==> config.mk <==
export PLATFORM = sky130hd
export DESIGN_NAME = multi_cycle_ctrl
export DESIGN_NICKNAME = d
export VERILOG_FILES = /design/src/rtl/core_pkg.sv /design/src/rtl/mem_wait_timer.sv /design/src/rtl/multi_cycle_ctrl.sv
export SDC_FILE = /design/constraint.sdc
export NUM_CORES = 1
export LEC_CHECK = 0
export CORE_ASPECT_RATIO = 1.2
export CORE_MARGIN = 3
export CORE_UTILIZATION = 30
export DETAILED_ROUTE_END_ITERATION = 10
export PLACE_DENSITY = 0.47
export SLEW_MARGIN = 20
export SYNTH_ARGS = -nofsm -noshare
export SYNTH_HDL_FRONTEND = slang
export SYNTH_SLANG_ARGS = --single-unit
==> constraint.sdc <==
create_clock -name clk -period 2.46 [get_ports clk]
set_clock_uncertainty 0.15 [all_clocks]
set_input_delay 0.369 -clock clk [delete_from_list [all_inputs] [get_ports clk]]
set_output_delay 0.369 -clock clk [all_outputs]
set_load 0.05 [all_outputs]
==> src/rtl/core_pkg.sv <==
// core_pkg: shared types for the RV32I core datapath.
// This package holds the instruction classes, the sequencer state encoding and the trap causes.
// The decoder and the multi-cycle sequencer both import it.
package core_pkg;

  // Decoder classification of the instruction register. Codes 5-7 are illegal.
  typedef enum logic [2:0] {
    IC_ALU    = 3'd0,
    IC_LOAD   = 3'd1,
    IC_STORE  = 3'd2,
    IC_BRANCH = 3'd3,
    IC_JUMP   = 3'd4
  } inst_class_e;

  // Sequencer states. The numeric values are visible on the debug port.
  typedef enum logic [2:0] {
    CS_FETCH  = 3'd0,
    CS_DECODE = 3'd1,
    CS_EXEC   = 3'd2,
    CS_MEM    = 3'd3,
    CS_WB     = 3'd4,
    CS_TRAP   = 3'd5
  } ctrl_state_e;

  // Reason the core stopped.
  typedef enum logic [1:0] {
    TC_NONE    = 2'd0,
    TC_ILLEGAL = 2'd1,
    TC_IMEM_TO = 2'd2,
    TC_DMEM_TO = 2'd3
  } trap_cause_e;

endpackage

==> src/rtl/mem_wait_timer.sv <==
// mem_wait_timer: a saturating wait counter that bounds a memory handshake.
// clr_i has priority over en_i. expired_o is high while the count sits at its maximum.
module mem_wait_timer #(
  parameter int W = 8
) (
  input  logic clk,
  input  logic rst,
  input  logic clr_i,
  input  logic en_i,
  output logic expired_o
);

  localparam logic [W-1:0] MAX = '1;
  localparam logic [W-1:0] ONE = {{(W-1){1'b0}}, 1'b1};

  logic [W-1:0] cnt_q, cnt_d;

  // Next count: clear wins, otherwise count up and stop at MAX instead of wrapping.
  always_comb begin
    cnt_d = cnt_q;
    if (clr_i) begin
      cnt_d = '0;
    end else if (en_i && (cnt_q != MAX)) begin
      cnt_d = cnt_q + ONE;
    end
  end

  // Count register with synchronous reset.
  always_ff @(posedge clk) begin
    if (rst) cnt_q <= '0;
    else     cnt_q <= cnt_d;
  end

  assign expired_o = (cnt_q == MAX);

endmodule

==> src/rtl/multi_cycle_ctrl.sv <==
// multi_cycle_ctrl: the multi-cycle instruction sequencer for the RV32I core.
// It steps each instruction through FETCH, DECODE, EXEC, MEM and WB.
// It drives the imem/dmem request lines and the IR/PC/RF write enables.
//
// Handshake: a request (imem_req, dmem_req) stays high for every cycle the FSM
// sits in the requesting state. The matching ack completes the transfer in the
// cycle where ack is high. An ack in any other state is ignored. An ack in the
// same cycle the request first rises is legal.
//
// Optional build macro MULTI_CYCLE_CTRL_PERF_EN adds two outputs:
//   - cycle_cnt: counts every cycle the core is not in TRAP.
//   - instret_cnt: counts every pc_we pulse.
module multi_cycle_ctrl
  import core_pkg::*;
#(
  parameter int TIMEOUT_W = 8
) (
  input  logic        clk,
  input  logic        rst,
  input  logic        imem_ack,
  input  logic        dmem_ack,
  input  logic [2:0]  inst_class,
  output logic        imem_req,
  output logic        dmem_req,
  output logic        dmem_we,
  output logic        ir_we,
  output logic        pc_we,
  output logic        rf_we,
  output logic        halted,
  output logic [1:0]  trap_cause,
  output logic [2:0]  state
`ifdef MULTI_CYCLE_CTRL_PERF_EN
  ,
  output logic [63:0] cycle_cnt,
  output logic [63:0] instret_cnt
`endif
);

  localparam logic [2:0] S_FETCH  = CS_FETCH;
  localparam logic [2:0] S_DECODE = CS_DECODE;
  localparam logic [2:0] S_EXEC   = CS_EXEC;
  localparam logic [2:0] S_MEM    = CS_MEM;
  localparam logic [2:0] S_WB     = CS_WB;
  localparam logic [2:0] S_TRAP   = CS_TRAP;

  logic [2:0] state_q, state_d;
  logic [2:0] cls_q, cls_d;
  logic [1:0] cause_q, cause_d;
  logic       wait_en, wait_clr, wait_expired;

  mem_wait_timer #(.W(TIMEOUT_W)) u_wait (
    .clk       (clk),
    .rst       (rst),
    .clr_i     (wait_clr),
    .en_i      (wait_en),
    .expired_o (wait_expired)
  );

  // Next-state logic. cls_q is the only class source after DECODE.
  // An ack in the limit cycle takes priority over the timeout.
  always_comb begin
    state_d = state_q;
    cls_d   = cls_q;
    cause_d = cause_q;
    wait_en = 1'b0;
    case (state_q)
      S_FETCH: begin
        if (imem_ack) begin
          state_d = S_DECODE;
        end else if (wait_expired) begin
          state_d = S_TRAP;
          cause_d = TC_IMEM_TO;
        end else begin
          wait_en = 1'b1;
        end
      end
      S_DECODE: begin
        cls_d = inst_class;
        if (inst_class > IC_JUMP) begin
          state_d = S_TRAP;
          cause_d = TC_ILLEGAL;
        end else begin
          state_d = S_EXEC;
        end
      end
      S_EXEC: begin
        if ((cls_q == IC_LOAD) || (cls_q == IC_STORE)) state_d = S_MEM;
        else if (cls_q == IC_BRANCH)                   state_d = S_FETCH;
        else                                           state_d = S_WB;
      end
      S_MEM: begin
        if (dmem_ack) begin
          state_d = (cls_q == IC_STORE) ? S_FETCH : S_WB;
        end else if (wait_expired) begin
          state_d = S_TRAP;
          cause_d = TC_DMEM_TO;
        end else begin
          wait_en = 1'b1;
        end
      end
      S_WB:    state_d = S_FETCH;
      S_TRAP:  state_d = S_TRAP;
      default: state_d = S_TRAP;
    endcase
  end

  // Each wait starts from zero in every new state.
  assign wait_clr = (state_d != state_q);

  // State, latched class and trap cause registers.
  always_ff @(posedge clk) begin
    if (rst) begin
      state_q <= S_FETCH;
      cls_q   <= IC_ALU;
      cause_q <= TC_NONE;
    end else begin
      state_q <= state_d;
      cls_q   <= cls_d;
      cause_q <= cause_d;
    end
  end

  // Moore outputs, plus the ack-qualified ir_we and store pc_we pulses.
  assign imem_req   = (state_q == S_FETCH);
  assign ir_we      = (state_q == S_FETCH) && imem_ack;
  assign dmem_req   = (state_q == S_MEM);
  assign dmem_we    = (state_q == S_MEM) && (cls_q == IC_STORE);
  assign rf_we      = (state_q == S_WB);
  assign pc_we      = (state_q == S_WB)
                    || ((state_q == S_EXEC) && (cls_q == IC_BRANCH))
                    || ((state_q == S_MEM) && (cls_q == IC_STORE) && dmem_ack);
  assign halted     = (state_q == S_TRAP);
  assign trap_cause = cause_q;
  assign state      = state_q;

`ifdef MULTI_CYCLE_CTRL_PERF_EN
  logic [63:0] cycle_q, instret_q;

  // Performance counters. Both wrap naturally at 2^64.
  always_ff @(posedge clk) begin
    if (rst) begin
      cycle_q   <= '0;
      instret_q <= '0;
    end else begin
      if (state_q != S_TRAP) cycle_q   <= cycle_q + 64'd1;
      if (pc_we)             instret_q <= instret_q + 64'd1;
    end
  end

  assign cycle_cnt   = cycle_q;
  assign instret_cnt = instret_q;
`endif

endmodule
==> summary.md <==
| Metric | Value |
|---|---|
| Status | complete, no violations |
| Pre-CTS setup slack | 1.99 ps |
| CTS Root Cell | clkbuf_4 |
| CP peak stage delay | 890 ps |
| Hold_sp | trap_cause[1] |
| Crit path setup slack, layout | 151 ps |
| Ranking of synthesized cells by area | dfxtp_1 (31%), xnor2_1 (6.8%), mux2i_1 (4.9%) |
| Via count | 934 |
| Worst path cell trace | clkdlybuf4s50_1 |
| Post-route cell area | 0.00136 mm^2 |
| Antenna Cells | 0 |
| Clk sinks | 16 |
| Final-stage net count | 148 |
| RSZ-0062 raised after global routing | false |
| Multi-input gate area | 676 um^2 |
| Routed WL | 2.56 mm |
| Final Cycle Share | 93.9% |
| Setup TNS | 0 ps |
| Initial antenna violation count | 0 |
| Effective utilization at floorplan | 32.5% |
| Vias in the first global route | 965 |
| Setup violators final | 0 |
| Drt via density | 5.34 |
| Synthesized area | 0.00103 mm^2 |
| Cts hold-fix bufs | 0 |
| Synth Net Count | 120 |
| Worst r2r src | state[1] |
| PortBufs | 18 |
| Die ar. | 0.00417 mm^2 |
| First-pass GRT wire length | 4.53 mm |
| Worst-case clock buffer depth | 2 |
| CTS clk-pin slew, worst paths | 100 ps |
| Routed WL per cell | 14.6 um |
| Peak Freq | 433 MHz |
| Critical path arrival | 1790 ps |
| Top cell type by total area after synthesis | dfxtp_1 |
| Total of max-cap violations | 0 |
| Die Y | 70.2 um |
| DR pass1 iterations | 4 |
| CP Capture Type | primary output |
| FF-to-FF setup slack | 300 ps |
| Clock Latency Late Sink | 290 ps |
| Max FO, Critical Path | 12 |
| Total core area | 0.00317 mm^2 |
| Worst Reg-to-Reg Cells | 7 |
| Post-synth top area share | 31.1% |
| Largest net degree at the start of global routing | 13 |
| # IOs | 19 |
| CP Buf/Inv Count | 1 |
| LEAKAGE | 0.474 nW |
| Avg Cell Area, Syn | 9.19 um^2 |
| Ys flop type | dfxtp_1 |
| Layout Area Growth over Synthesis | 31.8% |
| Fraction of layout cells with a size suffix above 1 | 26.6% |
| Synthesized instance count | 112 |
| Startpoint class of the critical path | flop |
| Post-synth EDFFs | 0 |
| FILL cells | 333 |
| Seq/Total Area, Yosys | 31.1% |
| Die W | 59.5 um |
| Leading cell type in the layout, fill and taps excluded | dfxtp_1 |
| Max-slew violations | 0 |
| CTS tree | done |
| Post-synth ARST share | 0% |
| Min Hold Slack | 388 ps |
| Synth Register Bits | 16 |
| Critical path data required time | 1940 ps |
| Reg area | 320 um^2 |
| DRT iter0 DRCs | 40 |
| Final Util | 42.9% |
| R2R Path End | u_wait.cnt_q[3] |
| Worst path top cell family by delay | buffers and inverters |
| Drt drc | 0 |
| Peak supply drop | 0.258 mV |
| Pwr/cell area | 557 mW/mm^2 |
| Hold Vio Cnt, Final | 0 |
| Global Route Usage Sum | 13.9% |
| Hold Path Class | reg2reg |
| Min cycle time layout | 2310 ps |
| Ys Warns | 0 |
| H-Tree Depth | 1 |
| Hold EP | trap_cause[1] |
| Critical path's slowest cell | clkdlybuf4s50_1 |
| Final HPWL DP | 2.08 mm |
| Worst-Margin Slew | 518 ps |
| Netlist cell types | 44 |
| Placed standard-cell area | 0.00132 mm^2 |
| Post-detailed-route count of antenna-violating nets | 0 |
| Relative slew margins | 65.4% |
| Hold Path Stages | 1 |
| Routability cong. | 0.756 |
| Most frequent cells in the layout | dfxtp_1 (16), buf_4 (14), nor2_1 (10), clkdlybuf4s50_1 (10) |
| Std-Cell Rows | 22 |
| Num CTS Buffers | 3 |
| Gr ovfl total | 0 |
| Post-CTS Resized | 0 |
| Setup repair bufs after CTS | 0 |
| Crit Path Class | reg2out |
[metal layers]
metal | global-route usage, % | vias up | wire length (um)
met5 | 0 | - | 0
met4 | 3.78 | 0 | 14
met3 | 2.22 | 2 | 103
met2 | 24.5 | 21 | 1370
met1 | 16.8 | 438 | 1070
li1 | - | 473 | -
[layout make-up]
class                   instances  share of cell area [%]
flip-flops and latches         16                    23.6
multi-input cells              88                    49.8
repair buffers                 27                    19.5
clock buffers                   4                    2.67
well taps                      36                    3.32
inverters                       4                    1.11
[per-stage QoR]
step,std cells,power [mW]
2_1_floorplan,112,0.491
5_1_grt,175,0.804
3_3_place_gp,171,0.589
3_5_place_dp,171,0.590
4_1_cts,175,0.770
6_report,175,0.756
[how the worst max path moves through the flow]
stage          startpoint              end  slack [ps]  cells after the start
2_1_floorplan    state[2]  u_wait.cnt_q[0]           2                      6
3_3_place_gp     dmem_ack  u_wait.cnt_q[2]          20                      7
3_5_place_dp     dmem_ack  u_wait.cnt_q[6]           2                      7
4_1_cts          state[0]         state[0]         130                      1
5_1_grt          state[0]         state[0]          70                      1
6_report         state[0]         state[0]         150                      1
[sequential cells by signal, summed over array words and instances (netlist names)]
register,count
cls_q,3
state,3
trap_cause,2
u_wait.cnt_q,8
[worst register-to-register path: stages (launching register included)]
cell and delay, ps:
dfxtp_1 430, buf_4 230, nand2b_1 90, a2111oi_1 520, a221oi_2 120, a221oi_4 230
buf_4 200, nor3_1 70
[synth_stat cells (2+ instances only)]
cell type,n
nor2_1,11
o21ai_0,2
nand3_1,3
xnor2_1,8
nand2b_1,2
nor3_2,3
nand4_1,2
nand2_1,4
buf_2,2
or2_1,2
and2_1,2
inv_1,4
nor4_1,4
mux2i_1,5
a21oi_1,2
nor3b_1,4
nor3_1,8
dfxtp_1,16
a211oi_1,2
and3_1,2
[where the power goes]
part           switching [mW]  internal (mW)  leakage, nW
combinational           0.164          0.119        0.323
sequential             0.0244          0.272        0.130
clock                  0.0865         0.0900       0.0210
total                   0.275          0.481        0.474
[cells by family after synthesis]
kind of cell             share of synthesized area [%]
AND/OR/NAND/NOR                                   33.4
buffers and inverters                             4.25
flip-flops                                        31.1
XOR/XNOR                                          6.80
adder cells (fa/ha/maj)                           1.21
multiplexers                                      4.86
AO/OA/AOI/OAI                                     18.3
No activity file was read; power rests on OpenSTA's default activity.
